[config.mk]
export PLATFORM = sky130hd
export DESIGN_NAME = apb_cmd_master_flat
export DESIGN_NICKNAME = d
export VERILOG_FILES = /design/src/rtl/apb_cmd_master_pkg.sv /design/src/rtl/apb_cmd_master_if.sv /design/src/rtl/apb_cmd_master_timeout_ctr.sv /design/src/rtl/apb_cmd_master.sv /design/src/flat_wrapper.sv
export SDC_FILE = /design/constraint.sdc
export NUM_CORES = 1
export LEC_CHECK = 0
export CELL_PAD_IN_SITES_DETAIL_PLACEMENT = 1
export CELL_PAD_IN_SITES_GLOBAL_PLACEMENT = 1
export CORE_MARGIN = 4
export CORE_UTILIZATION = 29
export CTS_BUF_LIST = sky130_fd_sc_hd__clkbuf_2
export CTS_CLUSTER_DIAMETER = 100
export DETAILED_ROUTE_END_ITERATION = 10
export PLACE_DENSITY_LB_ADDON = 0.1
export SYNTH_ARGS = -nofsm -noshare
export SYNTH_HDL_FRONTEND = slang
export SYNTH_SLANG_ARGS = --single-unit
[constraint.sdc]
create_clock -name PCLK -period 1.9 [get_ports PCLK]
set_input_delay 0.38 -clock PCLK [delete_from_list [all_inputs] [get_ports PCLK]]
set_output_delay 0.38 -clock PCLK [all_outputs]
set_load 0.01 [all_outputs]
[src/rtl/apb_cmd_master_pkg.sv]
// Shared types and constants for the APB command master and its adder peripheral.
package apb_cmd_master_pkg;

  typedef enum logic [1:0] {
    ST_IDLE   = 2'd0,
    ST_SETUP  = 2'd1,
    ST_ACCESS = 2'd2,
    ST_RESP   = 2'd3
  } state_e;

  // Adder peripheral register map
  localparam logic [7:0] ADD2_REG_A = 8'h00;
  localparam logic [7:0] ADD2_REG_B = 8'h04;
  localparam logic [7:0] ADD2_REG_X = 8'h08;

endpackage

[src/rtl/apb_cmd_master_if.sv]
// Command, response and APB3 signal bundle for apb_cmd_master.
interface apb_cmd_master_if #(
  parameter int unsigned ADDR_W = 8,
  parameter int unsigned DATA_W = 8
);
  logic              cmd_valid;
  logic              cmd_ready;
  logic              cmd_write;
  logic [ADDR_W-1:0] cmd_addr;
  logic [DATA_W-1:0] cmd_wdata;

  logic              rsp_valid;
  logic              rsp_ready;
  logic [DATA_W-1:0] rsp_rdata;
  logic              rsp_err;
  logic              rsp_timeout;
  logic              busy;

  logic              PSEL;
  logic              PENABLE;
  logic              PWRITE;
  logic [ADDR_W-1:0] PADDR;
  logic [DATA_W-1:0] PWDATA;
  logic [DATA_W-1:0] PRDATA;
  logic              PREADY;
  logic              PSLVERR;

  modport master (
    input  cmd_valid, cmd_write, cmd_addr, cmd_wdata, rsp_ready,
    input  PRDATA, PREADY, PSLVERR,
    output cmd_ready, rsp_valid, rsp_rdata, rsp_err, rsp_timeout, busy,
    output PSEL, PENABLE, PWRITE, PADDR, PWDATA
  );

  modport slave (
    output cmd_valid, cmd_write, cmd_addr, cmd_wdata, rsp_ready,
    output PRDATA, PREADY, PSLVERR,
    input  cmd_ready, rsp_valid, rsp_rdata, rsp_err, rsp_timeout, busy,
    input  PSEL, PENABLE, PWRITE, PADDR, PWDATA
  );
endinterface

[src/rtl/apb_cmd_master_timeout_ctr.sv]
// ACCESS-phase wait counter; expired_c flags the last permitted cycle without PREADY.
module apb_timeout_ctr #(
  parameter int unsigned TIMEOUT = 16
) (
  input  logic clk,
  input  logic rst,
  input  logic clr,
  input  logic en,
  output logic expired_c
);
  localparam int unsigned CNT_W = (TIMEOUT == 0) ? 1 : $clog2(TIMEOUT + 1);

  logic [CNT_W-1:0] cnt_q;

  always_ff @(posedge clk) begin
    if (rst || clr) begin
      cnt_q <= '0;
    end else if (en && (TIMEOUT != 0)) begin
      cnt_q <= cnt_q + CNT_W'(1);
    end
  end

  // TIMEOUT of zero never expires
  assign expired_c = (TIMEOUT != 0) && (cnt_q == CNT_W'(TIMEOUT - 1));

endmodule

[src/rtl/apb_cmd_master.sv]
// Single-outstanding APB3 master: valid/ready command in, SETUP/ACCESS on APB,
// valid/ready response out with PSLVERR and PREADY-timeout reporting.
module apb_cmd_master
  import apb_cmd_master_pkg::*;
#(
  parameter int unsigned ADDR_W  = 8,
  parameter int unsigned DATA_W  = 8,
  parameter int unsigned TIMEOUT = 16
) (
  input logic               PCLK,
  input logic               PRESET,
  apb_cmd_master_if.master  bus
);

  state_e state_q, state_d;
  logic   cap_cmd, cap_rsp, abort;
  logic   ctr_clr, ctr_en, expired_c;

  apb_timeout_ctr #(.TIMEOUT(TIMEOUT)) u_tmo (
    .clk       (PCLK),
    .rst       (PRESET),
    .clr       (ctr_clr),
    .en        (ctr_en),
    .expired_c (expired_c)
  );

  always_ff @(posedge PCLK) begin
    if (PRESET) state_q <= ST_IDLE;
    else        state_q <= state_d;
  end

  // Next state and datapath strobes; PREADY wins over a same-cycle expiry
  always_comb begin
    state_d = state_q;
    cap_cmd = 1'b0;
    cap_rsp = 1'b0;
    abort   = 1'b0;
    ctr_clr = (state_q == ST_SETUP);
    ctr_en  = (state_q == ST_ACCESS) && !bus.PREADY;
    case (state_q)
      ST_IDLE: begin
        if (bus.cmd_valid) begin
          cap_cmd = 1'b1;
          state_d = ST_SETUP;
        end
      end
      ST_SETUP: state_d = ST_ACCESS;
      ST_ACCESS: begin
        if (bus.PREADY) begin
          cap_rsp = 1'b1;
          state_d = ST_RESP;
        end else if (expired_c) begin
          abort   = 1'b1;
          state_d = ST_RESP;
        end
      end
      ST_RESP: begin
        if (bus.rsp_ready) state_d = ST_IDLE;
      end
      default: state_d = ST_IDLE;
    endcase
  end

  // Control outputs registered from the next state
  always_ff @(posedge PCLK) begin
    if (PRESET) begin
      bus.cmd_ready <= 1'b1;
      bus.busy      <= 1'b0;
      bus.PSEL      <= 1'b0;
      bus.PENABLE   <= 1'b0;
      bus.rsp_valid <= 1'b0;
    end else begin
      bus.cmd_ready <= (state_d == ST_IDLE);
      bus.busy      <= (state_d != ST_IDLE);
      bus.PSEL      <= (state_d == ST_SETUP) || (state_d == ST_ACCESS);
      bus.PENABLE   <= (state_d == ST_ACCESS);
      bus.rsp_valid <= (state_d == ST_RESP);
    end
  end

  // Request fields hold until the next accept; response fields hold through RESP
  always_ff @(posedge PCLK) begin
    if (PRESET) begin
      bus.PWRITE      <= 1'b0;
      bus.PADDR       <= ADDR_W'(0);
      bus.PWDATA      <= DATA_W'(0);
      bus.rsp_rdata   <= DATA_W'(0);
      bus.rsp_err     <= 1'b0;
      bus.rsp_timeout <= 1'b0;
    end else begin
      if (cap_cmd) begin
        bus.PWRITE <= bus.cmd_write;
        bus.PADDR  <= bus.cmd_addr;
        bus.PWDATA <= bus.cmd_wdata;
      end
      if (cap_rsp) begin
        bus.rsp_rdata   <= bus.PWRITE ? DATA_W'(0) : bus.PRDATA;
        bus.rsp_err     <= bus.PSLVERR;
        bus.rsp_timeout <= 1'b0;
      end else if (abort) begin
        bus.rsp_rdata   <= DATA_W'(0);
        bus.rsp_err     <= 1'b1;
        bus.rsp_timeout <= 1'b1;
      end
    end
  end

endmodule
[src/flat_wrapper.sv]
// flat-port wrapper written by rule: the top's interface ports become plain ports
module apb_cmd_master_flat import apb_cmd_master_pkg::*;
#(
  parameter int unsigned ADDR_W  = 8,
  parameter int unsigned DATA_W  = 8,
  parameter int unsigned TIMEOUT = 16
)
  (PCLK, PRESET, bus_cmd_valid, bus_cmd_write, bus_cmd_addr, bus_cmd_wdata, bus_rsp_ready, bus_PRDATA, bus_PREADY, bus_PSLVERR, bus_cmd_ready, bus_rsp_valid, bus_rsp_rdata, bus_rsp_err, bus_rsp_timeout, bus_busy, bus_PSEL, bus_PENABLE, bus_PWRITE, bus_PADDR, bus_PWDATA);
  apb_cmd_master_if #(.ADDR_W(ADDR_W), .DATA_W(DATA_W)) bus_i ();
  input logic PCLK;
  input logic PRESET;
  input wire logic [$bits(bus_i.cmd_valid)-1:0] bus_cmd_valid;
  input wire logic [$bits(bus_i.cmd_write)-1:0] bus_cmd_write;
  input wire logic [$bits(bus_i.cmd_addr)-1:0] bus_cmd_addr;
  input wire logic [$bits(bus_i.cmd_wdata)-1:0] bus_cmd_wdata;
  input wire logic [$bits(bus_i.rsp_ready)-1:0] bus_rsp_ready;
  input wire logic [$bits(bus_i.PRDATA)-1:0] bus_PRDATA;
  input wire logic [$bits(bus_i.PREADY)-1:0] bus_PREADY;
  input wire logic [$bits(bus_i.PSLVERR)-1:0] bus_PSLVERR;
  output wire logic [$bits(bus_i.cmd_ready)-1:0] bus_cmd_ready;
  output wire logic [$bits(bus_i.rsp_valid)-1:0] bus_rsp_valid;
  output wire logic [$bits(bus_i.rsp_rdata)-1:0] bus_rsp_rdata;
  output wire logic [$bits(bus_i.rsp_err)-1:0] bus_rsp_err;
  output wire logic [$bits(bus_i.rsp_timeout)-1:0] bus_rsp_timeout;
  output wire logic [$bits(bus_i.busy)-1:0] bus_busy;
  output wire logic [$bits(bus_i.PSEL)-1:0] bus_PSEL;
  output wire logic [$bits(bus_i.PENABLE)-1:0] bus_PENABLE;
  output wire logic [$bits(bus_i.PWRITE)-1:0] bus_PWRITE;
  output wire logic [$bits(bus_i.PADDR)-1:0] bus_PADDR;
  output wire logic [$bits(bus_i.PWDATA)-1:0] bus_PWDATA;
  assign bus_i.cmd_valid = bus_cmd_valid;
  assign bus_i.cmd_write = bus_cmd_write;
  assign bus_i.cmd_addr = bus_cmd_addr;
  assign bus_i.cmd_wdata = bus_cmd_wdata;
  assign bus_i.rsp_ready = bus_rsp_ready;
  assign bus_i.PRDATA = bus_PRDATA;
  assign bus_i.PREADY = bus_PREADY;
  assign bus_i.PSLVERR = bus_PSLVERR;
  assign bus_cmd_ready = bus_i.cmd_ready;
  assign bus_rsp_valid = bus_i.rsp_valid;
  assign bus_rsp_rdata = bus_i.rsp_rdata;
  assign bus_rsp_err = bus_i.rsp_err;
  assign bus_rsp_timeout = bus_i.rsp_timeout;
  assign bus_busy = bus_i.busy;
  assign bus_PSEL = bus_i.PSEL;
  assign bus_PENABLE = bus_i.PENABLE;
  assign bus_PWRITE = bus_i.PWRITE;
  assign bus_PADDR = bus_i.PADDR;
  assign bus_PWDATA = bus_i.PWDATA;
  apb_cmd_master #(.ADDR_W(ADDR_W), .DATA_W(DATA_W), .TIMEOUT(TIMEOUT)) u_core (.PCLK(PCLK), .PRESET(PRESET), .bus(bus_i));
endmodule
==> results summary, run 1 <==
The tree is rooted in a sky130_fd_sc_hd__clkbuf_2. The count of final hold-check violations came to 0. By count the netlist is led by 40 x sky130_fd_sc_hd__nand2_1, 39 x sky130_fd_sc_hd__dfxtp_1, 28 x sky130_fd_sc_hd__a21oi_1, 10 x sky130_fd_sc_hd__o21ai_0, 8 x sky130_fd_sc_hd__nor2_1. In this run the worst path has a maximum fanout of 3. The count of cells along the worst register-to-register path came out at 8.

The initial cell density of the core came out at 30.84%. The antenna diode count is 0. The die covers 6828 µm². The placer congestion estimate came out at 0.7074.

The final setup slack of the worst path is 0.1394 ns. The number of max-slew violations in the final report came to 0. The fraction of the yosys area taken by sequential cells is 48.33%. Yosys attributes the largest share of cell area to sky130_fd_sc_hd__dfxtp_1 48%, sky130_fd_sc_hd__nand2_1 9.3%, sky130_fd_sc_hd__a21oi_1 8.7%.

Post-CTS timing repair inserted 0 buffers for setup. In this run the cell area of the synthesized design comes to 1615 µm². In this run the critical register-to-register path is captured at u_core.bus.cmd_ready$_SDFF_PP1_.

The CTS H-tree depth came out at 2. From synthesis to final layout, the design area changed by 50.35%. The startpoint identified for the worst hold timing path is u_core.bus.PADDR[6]$_SDFFE_PP0P_.

The horizontal die dimension came out at 82.63 µm. Once placement completed, the tool counted placed cells totaling 326. The power per cell area is 684.1 nW/µm². The Yosys step of the flow raised 0 warnings. The most common cell in the synthesized netlist is sky130_fd_sc_hd__nand2_1.

Global routing finished with a remaining overflow of 0. Entering global routing, the biggest net connects 19 pins. The initial DRC count is 38. Summed over all layers, the routed wires come to 4.591 mm. The count of max-cap constraint violations is 0. The hold slack is 0.4659 ns. The number of clock sinks seen by CTS came out at 39.

The worst-margin pin slew is 0.3159 ns. The worst slack after detailed placement came out at -0.03490 ns. The category of the worst setup path launch point is a flip-flop. The worst endpoint required time is 2.20 ns.

The via total after detailed routing is 1569. The async set-or-reset flop fraction in the synthesized netlist is 0%. Setup repair after global routing left no endpoint under its margin. The clock latency on the worst-skew pair is 0.39 ns.

The share of final-layout standard cells stronger than drive strength 1 came out at 13.64%. The number of antenna violations at the first check in global routing came to 0. The worst setup path is captured at a flip-flop.

The number of nets in the final layout came out at 298. TritonCTS built the clock tree. The worst path needs 1.761 ns of the cycle, external delays included. The largest voltage drop on the vdd net is 0.3183 mV. The via count of the first global-routing pass was 1611.

The area of the core came out at 5238 µm². The register-to-register path setup slack came out at 0.14 ns. The sum of negative setup slack is 0 ns.

In this run, CTS created clock tree buffers numbering 5. Synthesis produced a netlist with a net count of 225. The first element of the critical path is u_core.u_tmo.cnt_q[0]$_SDFFE_PP0P_.

The detail-routed via count per cell came out at 4.698. The startpoint identified for the worst register-to-register timing path is u_core.u_tmo.cnt_q[0]$_SDFFE_PP0P_. Setup violations remaining at the end of the flow were counted as 0.

The floorplan has 26 rows. Once detail routing completed, the nets flagged for antenna violations numbered 0. The flow ran to the end, and the final reports show no timing, DRC or antenna violations. The worst hold path stage count is 2. The synthesized instance count came out at 190. The prevailing post-synth register cell is sky130_fd_sc_hd__dfxtp_1. Cells fill 46.37% of the core in the end. Based on the critical path, the design can be clocked at up to 568.0 MHz. The unique cell type count in the Yosys netlist came out at 36.

The clock input transition at the sequential cells of the worst setup and hold paths is 0.19 ns. The average routed wire per standard cell is 13.75 µm. For this run, the total global-route usage over all layers was measured as 14.93%. The maximum clock skew at final layout came out at 0.01412 ns.

The number of port buffers came out at 62. The remaining routing DRC violations is 0. The final standard cell count with taps included and fillers excluded is 334.

The fraction of post-synthesis cell area in the top cell type by area came out at 48.33%. The sum of net half-perimeters after detailed placement is 3.373 mm. The worst setup path is of the reg -> reg kind. The critical path data arrival time came out at 2.06 ns.

The worst hold path terminates at u_core.bus.PADDR[6]$_SDFFE_PP0P_. The dominant cell type by area after synthesis is sky130_fd_sc_hd__dfxtp_1. The longest clock path from root to sink contains 2 buffers. During I/O placement, the number of pins put on the boundary was 63.

The number of register bits inferred by synthesis came out at 39. The worst path uses 92.66% of the clock period. The synthesized area divided by synthesized cell count came out at 8.502 µm².

The leakage power total came out at 0.9024 nW. The remaining max-slew budget at the tightest pin came out at 78.88%. The first detailed-routing pass took 4 iterations. The die height is 82.63 µm.

The path class of the tightest hold or removal check is reg -> reg. The first global-routing pass estimated 7.652 mm of wire. The synthesized design contains 0 enable-type register cells.
-- per-layer routing --
layer | up-vias | global-route usage [%] | wire length [µm]
li1 | 787 | - | -
met1 | 738 | 18.64 | 2067
met2 | 39 | 23.48 | 2133
met3 | 5 | 5.640 | 333
met4 | 0 | 5.229 | 57
met5 | - | 0 | 0
-- sequential cells by signal, summed over array words and instances, names as in the netlist --
register / cells
u_core.bus.cmd_ready: 1
u_core.state_q: 2
u_core.bus.rsp_valid: 1
u_core.bus.PWRITE: 1
u_core.bus.PENABLE: 1
u_core.bus.busy: 1
u_core.bus.rsp_rdata: 8
u_core.bus.rsp_timeout: 1
u_core.bus.rsp_err: 1
u_core.bus.PADDR: 8
u_core.u_tmo.cnt_q: 5
u_core.bus.PSEL: 1
u_core.bus.PWDATA: 8
-- logic make-up (layout without fill, tap and decap cells) --
group                    count (synthesis)  after routing  share of synthesized area (%)
AND/OR/NAND/NOR                         79             79                          24.86
AO/OA/AOI/OAI                           49             49                          16.81
flip-flops                              39             39                          48.33
buffers and inverters                   19             93                          6.893
adder cells (fa/ha/maj)                  4              4                          3.098
-- power breakdown --
| group | total (mW) | leakage, nW | internal (mW) | switching (mW) |
|---|---|---|---|---|
| Combinational | 0.391 | 0.550 | 0.217 | 0.175 |
| Clock | 0.371 | 0.0330 | 0.101 | 0.270 |
| Sequential | 0.899 | 0.320 | 0.870 | 0.0298 |
| Total | 1.66 | 0.902 | 1.19 | 0.475 |
-- worst max path at each step --
stage / end
2_1_floorplan: u_core.bus.cmd_ready$_SDFF_PP1_
3_3_place_gp: u_core.bus.cmd_ready$_SDFF_PP1_
3_5_place_dp: u_core.bus.cmd_ready$_SDFF_PP1_
4_1_cts: u_core.bus.cmd_ready$_SDFF_PP1_
5_1_grt: u_core.bus.cmd_ready$_SDFF_PP1_
6_report: u_core.bus.cmd_ready$_SDFF_PP1_
-- stage by stage --
| step | instance area [µm²] | total power, mW |
|---|---|---|
| floorplan | 1615 | 1.099 |
| global placement | 2379 | 1.307 |
| finish | 2429 | 1.661 |
| CTS | 2424 | 1.689 |
| global route | 2429 | 1.775 |
| detailed placement | 2379 | 1.312 |
-- placed cells by master, fill, tap and decap left out, types with 2 or more instances in the layout --
| cell | synthesis | final |
|---|---|---|
| sky130_fd_sc_hd__dfxtp_1 | 39 | 37 |
| sky130_fd_sc_hd__clkbuf_2 | 1 | 7 |
| sky130_fd_sc_hd__nor4b_1 | 2 | 2 |
| sky130_fd_sc_hd__nand3_1 | 3 | 3 |
| sky130_fd_sc_hd__ha_1 | 4 | 3 |
| sky130_fd_sc_hd__nand2_2 | 2 | 2 |
| sky130_fd_sc_hd__nand2b_1 | 2 | 2 |
| sky130_fd_sc_hd__a21oi_1 | 28 | 28 |
| sky130_fd_sc_hd__nor3_1 | 3 | 3 |
| sky130_fd_sc_hd__nand2_1 | 40 | 40 |
| sky130_fd_sc_hd__clkdlybuf4s50_1 | 0 | 62 |
| sky130_fd_sc_hd__dfxtp_2 | 0 | 2 |
| sky130_fd_sc_hd__buf_4 | 2 | 17 |
| sky130_fd_sc_hd__and3_1 | 2 | 2 |
| sky130_fd_sc_hd__inv_1 | 5 | 5 |
| sky130_fd_sc_hd__a31oi_1 | 5 | 5 |
| sky130_fd_sc_hd__nor2b_1 | 3 | 3 |
| sky130_fd_sc_hd__o21ai_0 | 10 | 10 |
| sky130_fd_sc_hd__or3_1 | 2 | 2 |
| sky130_fd_sc_hd__nand3b_1 | 4 | 4 |
| sky130_fd_sc_hd__nor2_1 | 8 | 8 |
-- timing repair --
item	CTS	global route
setup endpoints to repair	1	1
pin swaps	0	1
resized for setup	1	3
hold buffers	0	0
-- worst max-delay path, cell delays in order, from the launching register on --
cell                       delay (ns)
sky130_fd_sc_hd__dfxtp_2         0.37
sky130_fd_sc_hd__ha_1            0.17
sky130_fd_sc_hd__and3_1          0.18
sky130_fd_sc_hd__ha_2            0.19
sky130_fd_sc_hd__nor2_2          0.05
sky130_fd_sc_hd__a211oi_2        0.20
sky130_fd_sc_hd__nor2_1          0.10
sky130_fd_sc_hd__ha_1            0.17
sky130_fd_sc_hd__or2_2           0.27
-- final cells by class --
type / count / area [µm²]
inverter: 5 / 18.77
sequential: 39 / 783.3
fill: 620 / 2809
clock buffer: 7 / 35.03
multi-input combinational: 132 / 730.7
tap: 70 / 87.58
clock inverter: 1 / 5.005
timing repair buffer: 80 / 768.2
(Power assumes the default switching activity.)
==> inputs of run 2 (changes only) <==
--- a/config.mk
+++ b/config.mk
@@ -5,11 +5,11 @@
 export SDC_FILE = /design/constraint.sdc
 export NUM_CORES = 1
 export LEC_CHECK = 0
+export CAP_MARGIN = 40
 export CELL_PAD_IN_SITES_DETAIL_PLACEMENT = 1
 export CELL_PAD_IN_SITES_GLOBAL_PLACEMENT = 1
 export CORE_MARGIN = 4
-export CORE_UTILIZATION = 29
-export CTS_BUF_LIST = sky130_fd_sc_hd__clkbuf_2
+export CORE_UTILIZATION = 28
 export CTS_CLUSTER_DIAMETER = 100
 export DETAILED_ROUTE_END_ITERATION = 10
 export PLACE_DENSITY_LB_ADDON = 0.1
==> results summary, run 2 (synthesized netlist as in run 1, its figures left out) <==
The run finished with clean final reports. The clock input transition at the sequential cells of the worst setup and hold paths came out at 0.08 ns. Cells with a size suffix above 1 make up 13.74% of the layout. The total of hold buffers inserted after clock tree synthesis is 0.

The number of I/O pins is 63. In the layout the commonest cells are 62 x sky130_fd_sc_hd__clkdlybuf4s50_1, 40 x sky130_fd_sc_hd__nand2_1, 37 x sky130_fd_sc_hd__dfxtp_1. STA classifies the critical path startpoint as a flip-flop.

The sum of negative setup slack is 0 ns. In this design, the stage delay of the slowest critical-path cell is 0.34 ns. The number of detailed-routing iterations run before antenna repair came out at 4.

The hold slack is 0.4556 ns. The number of port buffers is 62. The placer congestion estimate is 0.7390. The die area is 7048 µm². The biggest fanout along the worst timing path is 3. Setup violations remaining at the end of the flow were counted as 0.

The final standard cell count with taps included and fillers excluded came out at 334. After detailed routing, the average wire length per cell comes to 14.12 µm. STA classifies the critical path endpoint as a flip-flop. The detail-routed via count per cell came out at 4.638. The min-delay analysis places its worst path in the category reg -> reg. In the final layout, the registers with the most flip-flops are u_core.bus.PADDR: 8 flops, u_core.bus.PWDATA: 8 flops, u_core.bus.rsp_rdata: 8 flops. The highest attainable clock frequency came out at 559.0 MHz. The leakage power total came out at 0.9009 nW. The die height came out at 83.96 µm. The cell row count came out at 27.

The total detailed-routing wirelength came out at 4.716 mm. The horizontal die dimension is 83.96 µm. The CTS H-tree depth came out at 2. The detailed router placed 1549 vias in this run. The number of max-slew violations in the final report is 0.

The number of clock buffers inserted by TritonCTS came out at 5. Setup repair after global routing left no endpoint under its margin. The worst slack after detailed placement is -0.06186 ns. The via count of the first global-routing pass came out at 1589. The clock root buffer master is sky130_fd_sc_hd__clkbuf_8. TritonCTS built the clock tree. The maximum clock insertion buffer count is 2. The worst setup path is of the reg -> reg kind. The number of antenna violations at the first check in global routing came out at 0. The initial cell density of the core came out at 29.16%. After detailed routing, the number of remaining DRC violations is 0. The area growth from synthesis to layout is 53.76%. The first global-routing pass estimated 7.969 mm of wire. The minimum clock period is 1.789 ns. The critical path data arrival time is 1.98 ns.

Global routing finished with a remaining overflow of 0. The count of final hold-check violations was 0. The number of placed instances, taps included is 325. The sum of net half-perimeters after detailed placement came out at 3.412 mm. Walking the worst path, the cells encountered are ha_2, and3_4, ha_2, nor2_2, a211oi_2, nor2_2, ha_1, or2_2. The post-layout utilization of the core came out at 44.83%. Entering global routing, the biggest net connects 18 pins. The initial DRC count came out at 65. The number of nets in the final layout is 296. The number of clock sinks seen by CTS is 39. Leaving out fill and tap cells, the most frequent cell in the layout is sky130_fd_sc_hd__clkdlybuf4s50_1.

The largest individual stage delay along the critical path comes from the cell sky130_fd_sc_hd__dfxtp_2. The antenna diode count came out at 0. The final setup slack of the worst path is 0.1112 ns.

The largest voltage drop on the vdd net is 0.3281 mV. The number of routed nets with antenna violations came out at 0. The total global routing track utilization came out at 14.10%.

The worst endpoint required time came out at 2.09 ns. In the finished design, the share of the clock period the worst path needs comes to 94.15%. In this run the tightest slew margin relative to its limit is 77.63%. The maximum clock skew at final layout came out at 0.005009 ns.

The clock latency on the worst-skew pair is 0.30 ns. The tool flagged a number of max-cap violations equal to 0. The area of the core is 5540 µm².

The worst-margin pin slew is 0.3347 ns. The power per cell area came out at 748.8 nW/µm².
[run 2: path summary, 6_finish.rpt]
path                                            from                                 to  slack (ns)  depth (start not counted)
setup / recovery  u_core.u_tmo.cnt_q[0]$_SDFFE_PP0P_    u_core.bus.cmd_ready$_SDFF_PP1_        0.11                          8
hold / removal     u_core.bus.PWDATA[5]$_SDFFE_PP0P_  u_core.bus.PWDATA[5]$_SDFFE_PP0P_        0.46                          2
setup reg to reg  u_core.u_tmo.cnt_q[0]$_SDFFE_PP0P_    u_core.bus.cmd_ready$_SDFF_PP1_        0.11                          8
hold reg to reg    u_core.bus.PWDATA[5]$_SDFFE_PP0P_  u_core.bus.PWDATA[5]$_SDFFE_PP0P_        0.46                          2
[run 2: metrics by stage]
stage,power (mW),area (µm²)
floorplan,1.099,1615
global placement,1.311,2371
detailed placement,1.315,2371
CTS,1.892,2461
global route,1.972,2484
finish,1.860,2484
[run 2: layout make-up]
| cell class | count | area (µm²) |
|---|---|---|
| Multi-Input combinational cell | 132 | 740.7 |
| Timing Repair Buffer | 78 | 765.7 |
| Inverter | 5 | 18.77 |
| Clock buffer | 6 | 72.57 |
| Sequential cell | 39 | 783.3 |
| Fill cell | 694 | 3057 |
| Tap cell | 72 | 90.09 |
| Clock inverter | 2 | 12.51 |
[run 2: power by group]
group | switching [mW] | internal (mW) | total, mW
clock network | 0.309 | 0.257 | 0.565
registers | 0.0275 | 0.868 | 0.895
logic | 0.179 | 0.220 | 0.399
total | 0.515 | 1.34 | 1.86
[run 2: routing by layer]
metal	global-route usage (%)	wire length, µm	up-vias
met2	21.55	2135	35
met4	5.263	68	0
met5	0	0	-
met1	18.48	2239	724
met3	4.541	273	7
li1	-	-	783
[run 2: repair_timing]
action / in CTS / in global routing
endpoints found under the setup margin: 1 / 1
pin swaps: 0 / 2
gates resized for setup: 1 / 6
setup buffers: 0 / 1
[run 2: worst max-delay path: cells and delay by family, from the launching register on]
family                   cells  cell delay (ns)
adder cells (fa/ha/maj)      3             0.54
flip-flops                   1             0.34
AO/OA/AOI/OAI                1             0.22
AND/OR/NAND/NOR              4             0.58
==> inputs of run 3 (changes only) <==
--- a/config.mk
+++ b/config.mk
@@ -5,13 +5,14 @@
 export SDC_FILE = /design/constraint.sdc
 export NUM_CORES = 1
 export LEC_CHECK = 0
+export ABC_AREA = 1
 export CAP_MARGIN = 40
 export CELL_PAD_IN_SITES_DETAIL_PLACEMENT = 1
 export CELL_PAD_IN_SITES_GLOBAL_PLACEMENT = 1
-export CORE_MARGIN = 4
-export CORE_UTILIZATION = 28
+export CORE_UTILIZATION = 30
 export CTS_CLUSTER_DIAMETER = 100
 export DETAILED_ROUTE_END_ITERATION = 10
+export DONT_BUFFER_PORTS = 1
 export PLACE_DENSITY_LB_ADDON = 0.1
 export SYNTH_ARGS = -nofsm -noshare
 export SYNTH_HDL_FRONTEND = slang
==> results summary, run 3 <==
The flow ran to the end, and the final reports show no timing, DRC or antenna violations. In the final layout, the multi-input gates occupy 644.4 µm². Setup repair after global routing left no endpoint under its margin. Derived from the worst setup path, the maximum achievable clock frequency is 591.7 MHz. The largest registers in the layout are u_core.bus.PADDR: 8 flops, u_core.bus.PWDATA: 8 flops, u_core.bus.rsp_rdata: 8 flops. The minimum clock period came out at 1.690 ns.

The min-delay analysis places its worst path in the category in -> reg. The worst endpoint required time came out at 2.08 ns. The count of nets left with antenna violations once routing finished came out at 0. After legalization and detailed placement, the total HPWL measured 2.829 mm. By area the synthesized netlist is led by sky130_fd_sc_hd__dfxtp_1 51%, sky130_fd_sc_hd__nor2_1 8.8%, sky130_fd_sc_hd__o21ai_0 6.2%. The antenna diode count is 0. The library cell with the highest instance count after synthesis is sky130_fd_sc_hd__dfxtp_1. TritonCTS built the clock tree. Setup violations remaining at the end of the flow were counted as 0.

Along the worst path, the maximum fanout reaches 3. The hold slack came out at 0.1522 ns. The fraction of the yosys area taken by sequential cells is 50.57%. The detailed-route wire length on metal 1 came out at 1.458 mm. The total met2 wirelength after detailed routing came out at 1.971 mm. For the worst setup path, the data arrival time is 1.87 ns.

Cells with a size suffix above 1 make up 17.53% of the layout. At the end of routability-driven placement, the weighted congestion stood at 0.7162. Once layout is complete, the utilization of the core stands at 35.56%. After the flow finishes, the layout carries non-filler instances totaling 261.

The number of placed instances, taps included, is 252. The critical path ends at u_core.bus.cmd_ready$_SDFF_PP1_. The most critical setup path has its startpoint at u_core.u_tmo.cnt_q[1]$_SDFFE_PP0P_.

The remaining max-slew budget at the tightest pin is 80.51%. The layout filler cell count is 587. The detail-routed via count per cell came out at 4.797. The clock latency on the worst-skew pair is 0.29 ns. The clock passes through at most 2 buffers. The count of final hold-check violations came out at 0. The cell row count came out at 25. The count of cells along the worst register-to-register path is 9. The final setup slack of the worst path came out at 0.2098 ns.

The number of nets in the synthesized netlist is 224. The CTS H-tree depth came out at 2. The worst setup path is captured at a flip-flop. The async set-or-reset flop fraction in the synthesized netlist came out at 0%.

The maximum clock skew at final layout is 0.008318 ns. The top cell types in the final layout, fill and taps aside, are 38 x sky130_fd_sc_hd__dfxtp_1, 36 x sky130_fd_sc_hd__nor2_1, 25 x sky130_fd_sc_hd__nand2_1. Sorting the synthesized cells by how often they occur yields 39 x sky130_fd_sc_hd__dfxtp_1, 36 x sky130_fd_sc_hd__nor2_1, 25 x sky130_fd_sc_hd__nand2_1, 19 x sky130_fd_sc_hd__o21ai_0, 15 x sky130_fd_sc_hd__a21oi_1. The number of clock sinks seen by CTS is 39. The average routed wire per standard cell came out at 14.50 µm.

The number of max-slew violations in the final report came out at 0. The synthesis-to-finish area growth is 11.67%. The wire length of the first global-routing pass is 5.989 mm. The worst register-to-register path begins at u_core.u_tmo.cnt_q[1]$_SDFFE_PP0P_. The total detailed-routing wirelength came out at 3.784 mm.

After clock tree synthesis, the clock-pin slew on the worst setup and hold paths is 0.07 ns. The worst slack after detailed placement is 0.1297 ns. In this run the top signal layer used is met4. The pin count of the biggest net entering global routing came out at 20.

The die height is 73.74 µm. The number of register bits inferred by synthesis came out at 39. The sum of met3 wire segment lengths after detailed routing came out at 279 µm. The initial cell density of the core is 31.85%.

The count of flip-flops with a built-in enable after synthesis is 0. The combined flip-flop and latch cell area came out at 782.0 µm². The number of detailed-routing iterations run before antenna repair is 4.

The synthesized area divided by synthesized cell count is 8.169 µm². The horizontal die dimension came out at 73.74 µm. The area of the core is 4848 µm².

The critical path is of the reg -> reg type. The count of max-cap constraint violations came out at 0. The Yosys step of the flow raised 0 warnings.

The largest voltage drop on the vdd net is 0.3787 mV. The initial DRC count came out at 36. The worst register-to-register path ends at u_core.bus.cmd_ready$_SDFF_PP1_.

The post-route fraction of the period consumed by the critical path came out at 88.96%. After clock tree synthesis, the flow added hold-fix buffers numbering 0. The tree is rooted in a sky130_fd_sc_hd__clkbuf_8. The via count of the first global-routing pass was 1315. Among all flip-flop cells after synthesis, the most frequent one is sky130_fd_sc_hd__dfxtp_1. Summed over all instances, the cell type with the most area after synthesis is sky130_fd_sc_hd__dfxtp_1. Along the worst hold path, the cell count comes to 1. The number of nets in the final layout is 228.

The analysis attributes to cell leakage a power of 0.6854 nW. The remaining routing DRC violations is 0. TritonCTS created 5 clock buffers. The number of port buffers came out at 0.

The die covers 5438 µm². Synthesis produced a netlist whose cell count is 189. Leaving out fill and tap cells, the most frequent cell in the layout is sky130_fd_sc_hd__dfxtp_1. The sum of negative setup slack came out at 0 ns.

Of the post-synthesis cell area, the dominant cell type holds 50.57%. The final global-route overflow total came out at 0. The worst register-to-register path has a setup slack of 0.21 ns. The via total after detailed routing came out at 1252. STA classifies the critical path startpoint as a flip-flop. The power per cell area is 1130 nW/µm². The number of I/O pins is 63. The total global routing track utilization is 14.98%. The number of antenna violations at the first check in global routing came out at 0. The unique cell type count in the Yosys netlist is 22. The post-synth design cell area is 1544 µm². The worst-margin pin slew is 0.2906 ns.
-- run 3: worst max-delay path, stage by stage, from the launching register on --
cell and delay (ns):
sky130_fd_sc_hd__dfxtp_1 0.36, sky130_fd_sc_hd__ha_2 0.20, sky130_fd_sc_hd__nand2_1 0.05, sky130_fd_sc_hd__nor2_1 0.09
sky130_fd_sc_hd__ha_1 0.18, sky130_fd_sc_hd__nor2_1 0.08, sky130_fd_sc_hd__nor2_4 0.11, sky130_fd_sc_hd__nor2_1 0.08
sky130_fd_sc_hd__ha_1 0.18, sky130_fd_sc_hd__or2_2 0.26
-- run 3: worst min-delay path by stage --
stage,end,slack (ns),startpoint
floorplan,u_core.u_tmo.cnt_q[3]$_SDFFE_PP0P_,0.44,u_core.u_tmo.cnt_q[3]$_SDFFE_PP0P_
global route,u_core.bus.rsp_rdata[0]$_SDFFE_PP0P_,0.13,PRESET
CTS,u_core.bus.rsp_rdata[6]$_SDFFE_PP0P_,0.14,PRESET
global placement,u_core.u_tmo.cnt_q[3]$_SDFFE_PP0P_,0.45,u_core.u_tmo.cnt_q[3]$_SDFFE_PP0P_
detailed placement,u_core.u_tmo.cnt_q[3]$_SDFFE_PP0P_,0.45,u_core.u_tmo.cnt_q[3]$_SDFFE_PP0P_
finish,u_core.bus.rsp_rdata[3]$_SDFFE_PP0P_,0.15,PRESET
-- run 3: per-stage QoR --
stage	power (mW)	area, µm²
after floorplan	1.203	1544
after global placement	1.235	1595
after detailed placement	1.255	1595
after CTS	1.981	1713
after global routing	2.066	1724
final	1.948	1724
-- run 3: layer usage --
metal	vias to the layer above	GRT usage (%)
li1	608	-
met1	591	14.89
met2	44	27.62
met3	9	5.761
met4	0	6.197
met5	-	0
-- run 3: kinds of logic after synthesis --
family	Yosys count	share of synthesized area [%]
AOI/OAI and AO/OA	35	11.59
adders and majority gates	4	3.242
buffers and inverters	23	7.860
DFF	39	50.57
and+or+nand+nor	88	26.74
-- run 3: report_power, final --
group	internal [mW]	leakage, nW	switching, mW
logic	0.0861	0.304	0.161
clock network	0.425	0.0612	0.292
registers	0.896	0.321	0.0885
total	1.41	0.685	0.541
-- run 3: layout make-up --
cell class                 count  area share [%]
sequential                    39           45.36
clock buffer                   6           4.790
clock inverter                 2           2.032
timing repair buffer           3           1.306
multi-input combinational    127           37.37
tap                           67           4.862
inverter                      17           4.282
-- run 3: repair_timing --
action                                  CTS  global route
buffers inserted                          0             1
resized for setup                         0             2
endpoints found under the setup margin    0             2
